`src/rtl/tnkiii_linebuf_ctrl_if.sv`:
```
// Sprite-engine -> line buffer controller handshake bundle.
// The master is the sprite fetch engine; the slave is tnkiii_linebuf_ctrl.
// A run command (cmd_*) opens a run. Pixels (pix_*) then fill it one per consumed beat.
interface tnkiii_linebuf_ctrl_if #(
  parameter int ADDR_W = 9
);
  logic              cmd_valid;
  logic              cmd_ready;
  logic [ADDR_W-1:0] cmd_x;
  logic [4:0]        cmd_len;
  logic              pix_valid;
  logic              pix_ready;
  logic [7:0]        pix_data;

  modport master (
    output cmd_valid, cmd_x, cmd_len, pix_valid, pix_data,
    input  cmd_ready, pix_ready
  );

  modport slave (
    input  cmd_valid, cmd_x, cmd_len, pix_valid, pix_data,
    output cmd_ready, pix_ready
  );
endinterface

```
`src/rtl/tnkiii_linebuf_ctrl.sv`:
```
// Ping-pong sprite line buffer sequencer for two 512x8 sync-read bank RAMs.
// - Draw bank: a two-state write FSM takes sprite runs and writes the
//   opaque pixels.
// - Scan bank: it is read once per cen_pix. The controller registers the
//   read data into lbuf_out two clocks after the address goes out.
// - Banks swap on every hld pulse.
// Build option LBUF_CLEAR_EN: when defined, each scanned address is rewritten
// with CLEAR_VAL on the clock after it is read. When undefined, the scan bank
// is never written. Read timing is the same in both builds.
module tnkiii_linebuf_ctrl #(
  parameter int                ADDR_W    = 9,
  parameter logic [2:0]        TRANSP    = 3'b111,
  parameter logic [7:0]        CLEAR_VAL = 8'hFF,
  parameter logic [ADDR_W-1:0] FLIP_OFS  = 199
) (
  input  logic                     clk,
  input  logic                     VIDEO_RSTn,
  input  logic                     cen_pix,
  input  logic                     hld,
  input  logic                     flip,
  input  logic [ADDR_W-1:0]        rd_start,
  tnkiii_linebuf_ctrl_if.slave     spr,
  output logic [ADDR_W-1:0]        l0_addr,
  output logic                     l0_we,
  output logic [7:0]               l0_din,
  input  logic [7:0]               l0_dout,
  output logic [ADDR_W-1:0]        l1_addr,
  output logic                     l1_we,
  output logic [7:0]               l1_din,
  input  logic [7:0]               l1_dout,
  output logic                     bank_sel,
  output logic [7:0]               lbuf_out,
  output logic                     overrun
);

  localparam logic [ADDR_W-1:0] ADDR_ONE = 1;

  typedef enum logic {
    S_IDLE,
    S_DRAW
  } wr_state_t;

  wr_state_t         state, state_nxt;
  logic [ADDR_W-1:0] wa, wa_nxt;       // draw-side write address
  logic [4:0]        remain, remain_nxt; // pixels left in the run, 1..16
  logic              alive;            // low only until the first clock after reset
  logic              draw_we;
  logic              ovr_set;

  logic [ADDR_W-1:0] ra;               // scan-side read address
  logic              rd_dn;            // scan direction latched at line start
  logic              clr_pend;         // previous clock presented a scan read
  logic [ADDR_W-1:0] clr_addr;         // address read on that clock
  logic              pend_bank;        // bank that read targeted
  logic              clr_now;
  logic              scan_we;
  logic [ADDR_W-1:0] scan_addr;
  logic [7:0]        scan_din;
  logic [7:0]        draw_din;

  // Write FSM state and run bookkeeping registers.
  // NOTE: sequential state uses non-blocking (<=) so every register samples
  // pre-edge values regardless of statement order.
  always_ff @(posedge clk or negedge VIDEO_RSTn) begin
    if (!VIDEO_RSTn) begin
      state  <= S_IDLE;
      wa     <= '0;
      remain <= '0;
    end else begin
      state  <= state_nxt;
      wa     <= wa_nxt;
      remain <= remain_nxt;
    end
  end

  // Write FSM next state, handshake and draw-bank write strobe.
  // NOTE: every signal assigned here gets a default first, so no path can
  // leave one unassigned and infer a latch.
  always_comb begin
    state_nxt     = state;
    wa_nxt        = wa;
    remain_nxt    = remain;
    spr.cmd_ready = 1'b0;
    spr.pix_ready = 1'b0;
    draw_we       = 1'b0;
    ovr_set       = 1'b0;
    case (state)
      S_IDLE: begin
        // A line-start pulse blocks acceptance so no run straddles a swap.
        spr.cmd_ready = alive & ~hld;
        if (alive && !hld && spr.cmd_valid) begin
          wa_nxt     = spr.cmd_x;
          remain_nxt = (spr.cmd_len == 5'd0) ? 5'd16 : spr.cmd_len;
          state_nxt  = S_DRAW;
        end
      end
      S_DRAW: begin
        if (hld) begin
          // Line ended before the run finished: abandon it, flag it.
          state_nxt = S_IDLE;
          ovr_set   = 1'b1;
        end else begin
          spr.pix_ready = 1'b1;
          if (spr.pix_valid) begin
            draw_we    = (spr.pix_data[2:0] != TRANSP);
            wa_nxt     = wa + ADDR_ONE;
            remain_nxt = remain - 5'd1;
            if (remain == 5'd1) state_nxt = S_IDLE;
          end
        end
      end
      default: state_nxt = S_IDLE;
    endcase
  end

  // Bank swap, sticky overrun flag and post-reset ready qualifier.
  always_ff @(posedge clk or negedge VIDEO_RSTn) begin
    if (!VIDEO_RSTn) begin
      bank_sel <= 1'b0;
      overrun  <= 1'b0;
      alive    <= 1'b0;
    end else begin
      alive <= 1'b1;
      if (hld)     bank_sel <= ~bank_sel;
      if (ovr_set) overrun  <= 1'b1;
    end
  end

  // Read counter: load at line start, then step once per pixel enable.
  always_ff @(posedge clk or negedge VIDEO_RSTn) begin
    if (!VIDEO_RSTn) begin
      ra    <= '0;
      rd_dn <= 1'b0;
    end else if (hld) begin
      ra    <= flip ? (rd_start - FLIP_OFS) : rd_start;
      rd_dn <= flip;
    end else if (cen_pix) begin
      ra <= rd_dn ? (ra - ADDR_ONE) : (ra + ADDR_ONE);
    end
  end

  // Remember each scan read for the clear slot and the output capture.
  always_ff @(posedge clk or negedge VIDEO_RSTn) begin
    if (!VIDEO_RSTn) begin
      clr_pend  <= 1'b0;
      clr_addr  <= '0;
      pend_bank <= 1'b0;
    end else begin
      clr_pend <= cen_pix;
      if (cen_pix) begin
        clr_addr  <= ra;
        pend_bank <= ~bank_sel;
      end
    end
  end

  // Register the scan-bank read data one clock after it became valid.
  always_ff @(posedge clk or negedge VIDEO_RSTn) begin
    if (!VIDEO_RSTn) begin
      lbuf_out <= CLEAR_VAL;
    end else if (clr_pend) begin
      lbuf_out <= pend_bank ? l1_dout : l0_dout;
    end
  end

  // Scan-bank bus: read address, or the clear-behind-reader slot.
  // The clear is dropped if a swap has since handed that bank to the drawer.
  always_comb begin
    clr_now   = clr_pend & (pend_bank == ~bank_sel);
    scan_addr = clr_now ? clr_addr : ra;
`ifdef LBUF_CLEAR_EN
    scan_we   = clr_now;
`else
    scan_we   = 1'b0;
`endif
    scan_din  = scan_we ? CLEAR_VAL : 8'h00;
    draw_din  = draw_we ? spr.pix_data : 8'h00;
  end

  // Route the draw and scan buses to the physical banks.
  always_comb begin
    if (!bank_sel) begin
      l0_addr = wa;
      l0_we   = draw_we;
      l0_din  = draw_din;
      l1_addr = scan_addr;
      l1_we   = scan_we;
      l1_din  = scan_din;
    end else begin
      l0_addr = scan_addr;
      l0_we   = scan_we;
      l0_din  = scan_din;
      l1_addr = wa;
      l1_we   = draw_we;
      l1_din  = draw_din;
    end
  end

endmodule
```
`src/flat_wrapper.sv`:
```
// flat-port wrapper written by rule: the top's interface ports become plain ports
module tnkiii_linebuf_ctrl_flat 
#(
  parameter int                ADDR_W    = 9,
  parameter logic [2:0]        TRANSP    = 3'b111,
  parameter logic [7:0]        CLEAR_VAL = 8'hFF,
  parameter logic [ADDR_W-1:0] FLIP_OFS  = 199
)
  (clk, VIDEO_RSTn, cen_pix, hld, flip, rd_start, l0_addr, l0_we, l0_din, l0_dout, l1_addr, l1_we, l1_din, l1_dout, bank_sel, lbuf_out, overrun, spr_cmd_valid, spr_cmd_x, spr_cmd_len, spr_pix_valid, spr_pix_data, spr_cmd_ready, spr_pix_ready);
  tnkiii_linebuf_ctrl_if #(.ADDR_W(ADDR_W)) spr_i ();
  input  logic clk;
  input  logic VIDEO_RSTn;
  input  logic cen_pix;
  input  logic hld;
  input  logic flip;
  input  logic [ADDR_W-1:0] rd_start;
  output logic [ADDR_W-1:0] l0_addr;
  output logic l0_we;
  output logic [7:0] l0_din;
  input  logic [7:0] l0_dout;
  output logic [ADDR_W-1:0] l1_addr;
  output logic l1_we;
  output logic [7:0] l1_din;
  input  logic [7:0] l1_dout;
  output logic bank_sel;
  output logic [7:0] lbuf_out;
  output logic overrun;
  input wire logic [$bits(spr_i.cmd_valid)-1:0] spr_cmd_valid;
  input wire logic [$bits(spr_i.cmd_x)-1:0] spr_cmd_x;
  input wire logic [$bits(spr_i.cmd_len)-1:0] spr_cmd_len;
  input wire logic [$bits(spr_i.pix_valid)-1:0] spr_pix_valid;
  input wire logic [$bits(spr_i.pix_data)-1:0] spr_pix_data;
  output wire logic [$bits(spr_i.cmd_ready)-1:0] spr_cmd_ready;
  output wire logic [$bits(spr_i.pix_ready)-1:0] spr_pix_ready;
  assign spr_i.cmd_valid = spr_cmd_valid;
  assign spr_i.cmd_x = spr_cmd_x;
  assign spr_i.cmd_len = spr_cmd_len;
  assign spr_i.pix_valid = spr_pix_valid;
  assign spr_i.pix_data = spr_pix_data;
  assign spr_cmd_ready = spr_i.cmd_ready;
  assign spr_pix_ready = spr_i.pix_ready;
  tnkiii_linebuf_ctrl #(.ADDR_W(ADDR_W), .TRANSP(TRANSP), .CLEAR_VAL(CLEAR_VAL), .FLIP_OFS(FLIP_OFS)) u_core (.clk(clk), .VIDEO_RSTn(VIDEO_RSTn), .cen_pix(cen_pix), .hld(hld), .flip(flip), .rd_start(rd_start), .spr(spr_i), .l0_addr(l0_addr), .l0_we(l0_we), .l0_din(l0_din), .l0_dout(l0_dout), .l1_addr(l1_addr), .l1_we(l1_we), .l1_din(l1_din), .l1_dout(l1_dout), .bank_sel(bank_sel), .lbuf_out(lbuf_out), .overrun(overrun));
endmodule
```
`config.mk`:
```
export PLATFORM = sky130hd
export DESIGN_NAME = tnkiii_linebuf_ctrl_flat
export DESIGN_NICKNAME = d
export VERILOG_FILES = /design/src/rtl/tnkiii_linebuf_ctrl_if.sv /design/src/rtl/tnkiii_linebuf_ctrl.sv /design/src/flat_wrapper.sv
export SDC_FILE = /design/constraint.sdc
export NUM_CORES = 1
export LEC_CHECK = 0
export ABC_AREA = 0
export CORE_MARGIN = 2
export CORE_UTILIZATION = 47
export CTS_CLUSTER_SIZE = 25
export DETAILED_ROUTE_END_ITERATION = 12
export GPL_ROUTABILITY_DRIVEN = 0
export PLACE_DENSITY = 0.78
export SYNTH_ARGS = -nofsm -noshare
export SYNTH_HDL_FRONTEND = slang
export SYNTH_SLANG_ARGS = --single-unit
```
`constraint.sdc`:
```
create_clock -name clk -period 2.7 [get_ports clk]
set_clock_uncertainty 0.05 [all_clocks]
set_input_delay 0.405 -clock clk [delete_from_list [all_inputs] [get_ports clk]]
set_output_delay 0.405 -clock clk [all_outputs]
set_load 0.1 [all_outputs]
```
### Word-level counts from Yosys, hierarchy flattened

Index checks and enable logic that the tools add are counted.

| storage, ports and cells | value |
|---|---|
| register bits | 47 |
| latch bits | 0 |
| memory bits (writable) | 0 |
| bits in read-only memories | 0 |
| input bits | 54 |
| output and inout port bits | 48 |
| word-level logic and storage cells | 69 |
| memories kept | 0 |

| operators by class | value |
|---|---|
| $add $sub $neg | 5 |
| multipliers | 0 |
| divide/modulo/power cells | 0 |
| magnitude comparators | 0 |
| equal/unequal tests | 6 |
| shifts and indexed selects | 0 |
| muxes and demuxes | 35 |
| bitwise logic cells | 5 |
| reductions and logical operators | 6 |

Operators with widths:

| cell | number |
|---|---|
| 2-to-1 mux 9 bit | 10 |
| 2-to-1 mux 8 bit | 4 |
| 2-to-1 mux 5 bit | 4 |
| adder 9 x 1 -> 9 bit (second input constant) | 2 |
| one-hot mux 9 bit (2 select lines) | 1 |
| 2-to-1 mux 1 bit | 14 |
| one-hot mux 5 bit (2 select lines) | 1 |
| subtractor 9 x 1 -> 9 bit (second input constant) | 1 |
| subtractor 9 x 8 -> 9 bit (second input constant) | 1 |
| equality test 5 x 1 -> 1 bit (second input constant) | 1 |
| logical NOT 5 bit | 1 |
| subtractor 5 x 1 -> 5 bit (second input constant) | 1 |
| != test 2 bit (second input constant) | 2 |
| != test 3 bit (second input constant) | 1 |
| inverter 1 bit | 3 |
| AND reduction 3 bit | 1 |
| bitwise AND 1 bit | 2 |
| logical AND 1 bit | 2 |
| != test 2 x 1 -> 1 bit (second input constant) | 1 |
| one-hot mux 1 bit (2 select lines) | 1 |
| nonzero test 2 bit | 1 |
| equality test 1 bit | 1 |
| logical NOT 1 bit | 1 |

### Depth between registers and ports, before layout

| depth | value |
|---|---|
| depth in word-level cells | 6 |
| depth in mapped cells | 7 |
| mapped depth without buffers | 7 |

### Worst setup path after synthesis

Ideal clock, no wire load.

| timing | value |
|---|---|
| kind | in2out |
| start | input hld |
| end | output l0_din[0] |
| arrival | 4.425 ns |
| data required time | 2.245 ns |
| setup slack | -2.180 ns |
| stages | 4 |
| buffers on the path | 0 |
| path through | nor2b_1 -> nand3_1 -> nor2_1 -> and2_1 |

| on the way | value |
|---|---|
| word-level cells in the longest chain between the ends | 4 |

RTL lines:

| element | RTL line | source |
|---|---|---|
| start, declared | flat_wrapper.sv:14 | `input logic hld;` |
| 2-to-1 mux 1 bit | tnkiii_linebuf_ctrl.sv:98 | `if (hld) begin` |
| 2-to-1 mux 1 bit | tnkiii_linebuf_ctrl.sv:87 | `case (state)` |
| 2-to-1 mux 8 bit | tnkiii_linebuf_ctrl.sv:177 | `draw_din = draw_we ? spr.pix_data : 8'h00;` |
| 2-to-1 mux 8 bit | tnkiii_linebuf_ctrl.sv:182 | `if (!bank_sel) begin` |
| end, declared | flat_wrapper.sv:19 | `output logic [7:0] l0_din;` |

Every way passes these cells.

### Worst setup path in the final report

| timing | value |
|---|---|
| start | register u_core.bank_sel |
| end | output l1_addr[8] |

| on the way | value |
|---|---|
| word-level cells in the longest chain between the ends | 5 |

RTL lines:

| element | RTL line | source |
|---|---|---|
| start, declared | tnkiii_linebuf_ctrl.sv:31 | `output logic bank_sel,` |
| start signal, assigned | tnkiii_linebuf_ctrl.sv:124 | `if (hld) bank_sel <= ~bank_sel;` |
| inverter 1 bit | tnkiii_linebuf_ctrl.sv:169 | `clr_now = clr_pend & (pend_bank == ~bank_sel);` |
| equality test 1 bit | tnkiii_linebuf_ctrl.sv:169 |  |
| bitwise AND 1 bit | tnkiii_linebuf_ctrl.sv:169 |  |
| 2-to-1 mux 9 bit | tnkiii_linebuf_ctrl.sv:170 | `scan_addr = clr_now ? clr_addr : ra;` |
| 2-to-1 mux 9 bit (*) | tnkiii_linebuf_ctrl.sv:182 |  |
| end, declared | flat_wrapper.sv:21 | `output logic [ADDR_W-1:0] l1_addr;` |

Mark *: on every way between the ends. The rest lies on a longest branch, timed or not.

==> run_results.csv <==
group,metric,value,unit
clocking,cts_tree,"built",
hold_path,hp-class,"in -> async",
power,swShare,54.9,%
detailed_routing,via_per_inst,5.49,
detailed_routing,dr.first_iter.drc_count,119,
timing,slew_violations,0,
clocking,hold_buffers,0,
timing,finalCritPeriodShare,92.4,%
timing,setup_viol,0,
clocking,cts_resized,0,
detailed_routing,routed_wl,8.55,mm
timing,setup_tns,0,ns
clocking,cts_sinks,47,
worst_setup_path,max_stage_delay,0.50,ns
power,p_comb_share,71.8,%
worst_setup_path,cp_num_buf_inv,4,
synth,synth-edff-count,0,
synth,netlist_area,3150,sq um
clocking,post_cts_buffers,0,
detailed_routing,wl_per_cell,16.0,um
detailed_routing,drtAntennaViolNets,0,
clocking,clock_latency,0.30,ns
detailed_routing,drc,7,
job,drv_cap,0,
placed_design,dp_hpwl,6.70,mm
clocking,h-tree-depth,2,
power,ir_drop,0.616,mV
synth,yosys_most_used_dff,"dfrtp_1",
detailed_routing,dr.pass1.iters,9,
synth,avgSynthCellArea,8.76,sq um
floorplan,start_util,49.0,%
global_routing,grt_first_pass_wirelength,14.3,mm
worst_setup_path,cp.arrival,2.04,ns
worst_setup_path,path_max_fanout,21,
worst_setup_path,critPathSlowestCell,"dfrtp_4",
placed_design,port_buffers,101,
power,pwr-share-seq,20.3,%
worst_setup_path,cpLargestDelayFamily,"buffers and inverters",
timing,holdWs,0.0703,ns
final_layout,nFillCells,463,
global_routing,grt_pass1_vias,2934,
power,total_power,5390,uW
final_layout,register_area,1190,sq um
floorplan,chipHeight,85.8,um
synth,yosys_warnings,0,
run_status,violations,"DRC",
final_layout,drive_gt1_share,27.9,%
synth,synth_cell_types,48,
timing,layout_min_cycle_time,2.50,ns
floorplan,fp-row-count,29,
power,p_sw,2960,uW
synth,yosysTopAreaCell,"dfrtp_1",
worst_setup_path,cp.required,2.25,ns
final_layout,final_area,4850,sq um
clocking,cts-root-buf,"clkbuf_8",
global_routing,grt_start_max_net_pins,31,
placed_design,placed_area,4760,sq um
timing,max_freq,0.401,GHz
final_layout,postLayoutCoreUtil,75.5,%
timing,worstMarginPinSlew,0.611,ns
synth,syn_nets,425,
final_layout,layout_commonest_cell,"clkdlybuf4s50_1",
clocking,cts_made_buffers,5,
worst_setup_path,end_kind,"output pin",
synth,synth-seq-area-share,37.7,%
floorplan,ios,102,
floorplan,fp.dieW,85.8,um
synth,async_flop_share,100,%
power,p_clk_share,7.9,%
synth,ys_ff_latch,47,
synth,netlist.area_leader.share,31.0,%
timing,max_slew_margin,58.2,%
synth,netlist_instances,359,
power,leakage,0.00207,uW
final_layout,n_antenna_cell,0,
final_layout,area_delta_synth_final,54.1,%
worst_setup_path,path_class,"reg -> out",
clocking,cts_buffer_depth,2,
global_routing,antenna_found_initial,0,
floorplan,die_area,7360,sq um
power,cellPowerDensity,1110,nW/um^2
floorplan,fp.coreArea,6420,sq um
final_layout,multiInputGateArea,1980,sq um
global_routing,overflow,0,
detailed_routing,vias,2942,
timing,rsz0062_at_grt,"no",
global_routing,grt_usage,24.3,%
final_layout,layout_common_cells,"clkdlybuf4s50_1, buf_12, dfrtp_1",
synth,synthTopCellsByArea,"dfrtp_1, mux2i_1, a21oi_1",
clocking,cts.clk_slew.worst_paths,0.09,ns
power,p_int,2430,uW
worst_setup_path,start_kind,"register",
timing,hold_violations,0,
run_status,status,"complete, but fails checks",
worst_setup_path,crit_top_cell,"buf_4",
final_layout,nets,524,
worst_setup_path,crit_chain,"buf_4 -> clkinv_1 -> buf_4 -> mux2_2 -> buf_12",
## per-layer routing
layer	wire, um	track usage (%)	vias to the layer above
met5	0	0	-
met4	165	7.07	0
met3	312	2.69	11
met2	4370	42.5	79
met1	3710	31.8	1384
li1	-	-	1468
## stage by stage
stage | instances | worst slack [ns]
after floorplan | 359 | 0.0202
after global routing | 536 | 0.138
after CTS | 536 | 0.198
after global placement | 528 | 0.426
final | 536 | 0.205
after detailed placement | 528 | 0.271
## final timing paths
kind / cells past startpoint / slack [ns] / endpoint / start
max in group asynchronous: 2 / 1.82 / u_core.lbuf_out[5] / VIDEO_RSTn
min reg2reg: 1 / 0.42 / u_core.overrun / u_core.overrun
max: 5 / 0.20 / l1_addr[8] / u_core.bank_sel
min: 1 / 0.07 / u_core.remain[0] / VIDEO_RSTn
min in group clk: 1 / 0.42 / u_core.overrun / u_core.overrun
max reg2reg: 7 / 0.32 / u_core.ra[8] / u_core.rd_dn
## worst reg2reg max path: stages (launching register included)
cell	delay, ns
dfrtp_1	0.55
inv_1	0.15
fa_1	0.47
nand2b_1	0.18
a211oi_1	0.25
o21ai_0	0.16
and4_1	0.24
o31a_1	0.23
## flip-flops by register name, summed over array words and instances, names as in the netlist
register          flops
u_core.wa             9
u_core.alive          1
u_core.overrun        1
u_core.rd_dn          1
u_core.clr_addr       9
u_core.remain         5
u_core.pend_bank      1
u_core.bank_sel       1
u_core.state          1
u_core.clr_pend       1
u_core.lbuf_out       8
u_core.ra             9
## power groups by stage
stage          logic (uW)  clock network (uW)  registers [uW]
5_1_grt              4040                 459            1120
3_5_place_dp         3870                   0            1100
2_1_floorplan        2440                   0            1300
6_report             3870                 423            1090
3_3_place_gp         3820                   0            1090
4_1_cts              3880                 434            1090
## area by class of cell
class,instances,share of cell area [%]
clock buffer,6,1.50
clock inverter,2,0.258
multi-input combinational,278,40.9
sequential,47,24.5
inverter,15,1.16
timing repair buffer,111,29.6
tap,77,1.99
## synthesized netlist by cell type, drive strengths merged (5+ instances only)
library cell  number
nand2             31
nor2b              5
dfstp              8
dfrtp             39
nand3             10
a21oi             51
mux2              12
buf               10
o22ai              5
and2              17
ha                11
xor2               8
o21ai             24
nor3               6
clkbuf             9
inv               14
mux2i             27
nor2              30
## kinds of logic after synthesis
family / share of synthesized area [%]
compound gates: 17.7
xor+xnor: 3.58
flops: 37.7
other cells: 0.119
buf+inv: 4.45
fa+ha+maj: 5.01
mux: 13.1
simple gates: 18.3
No activity file was read; power rests on OpenSTA's default activity.
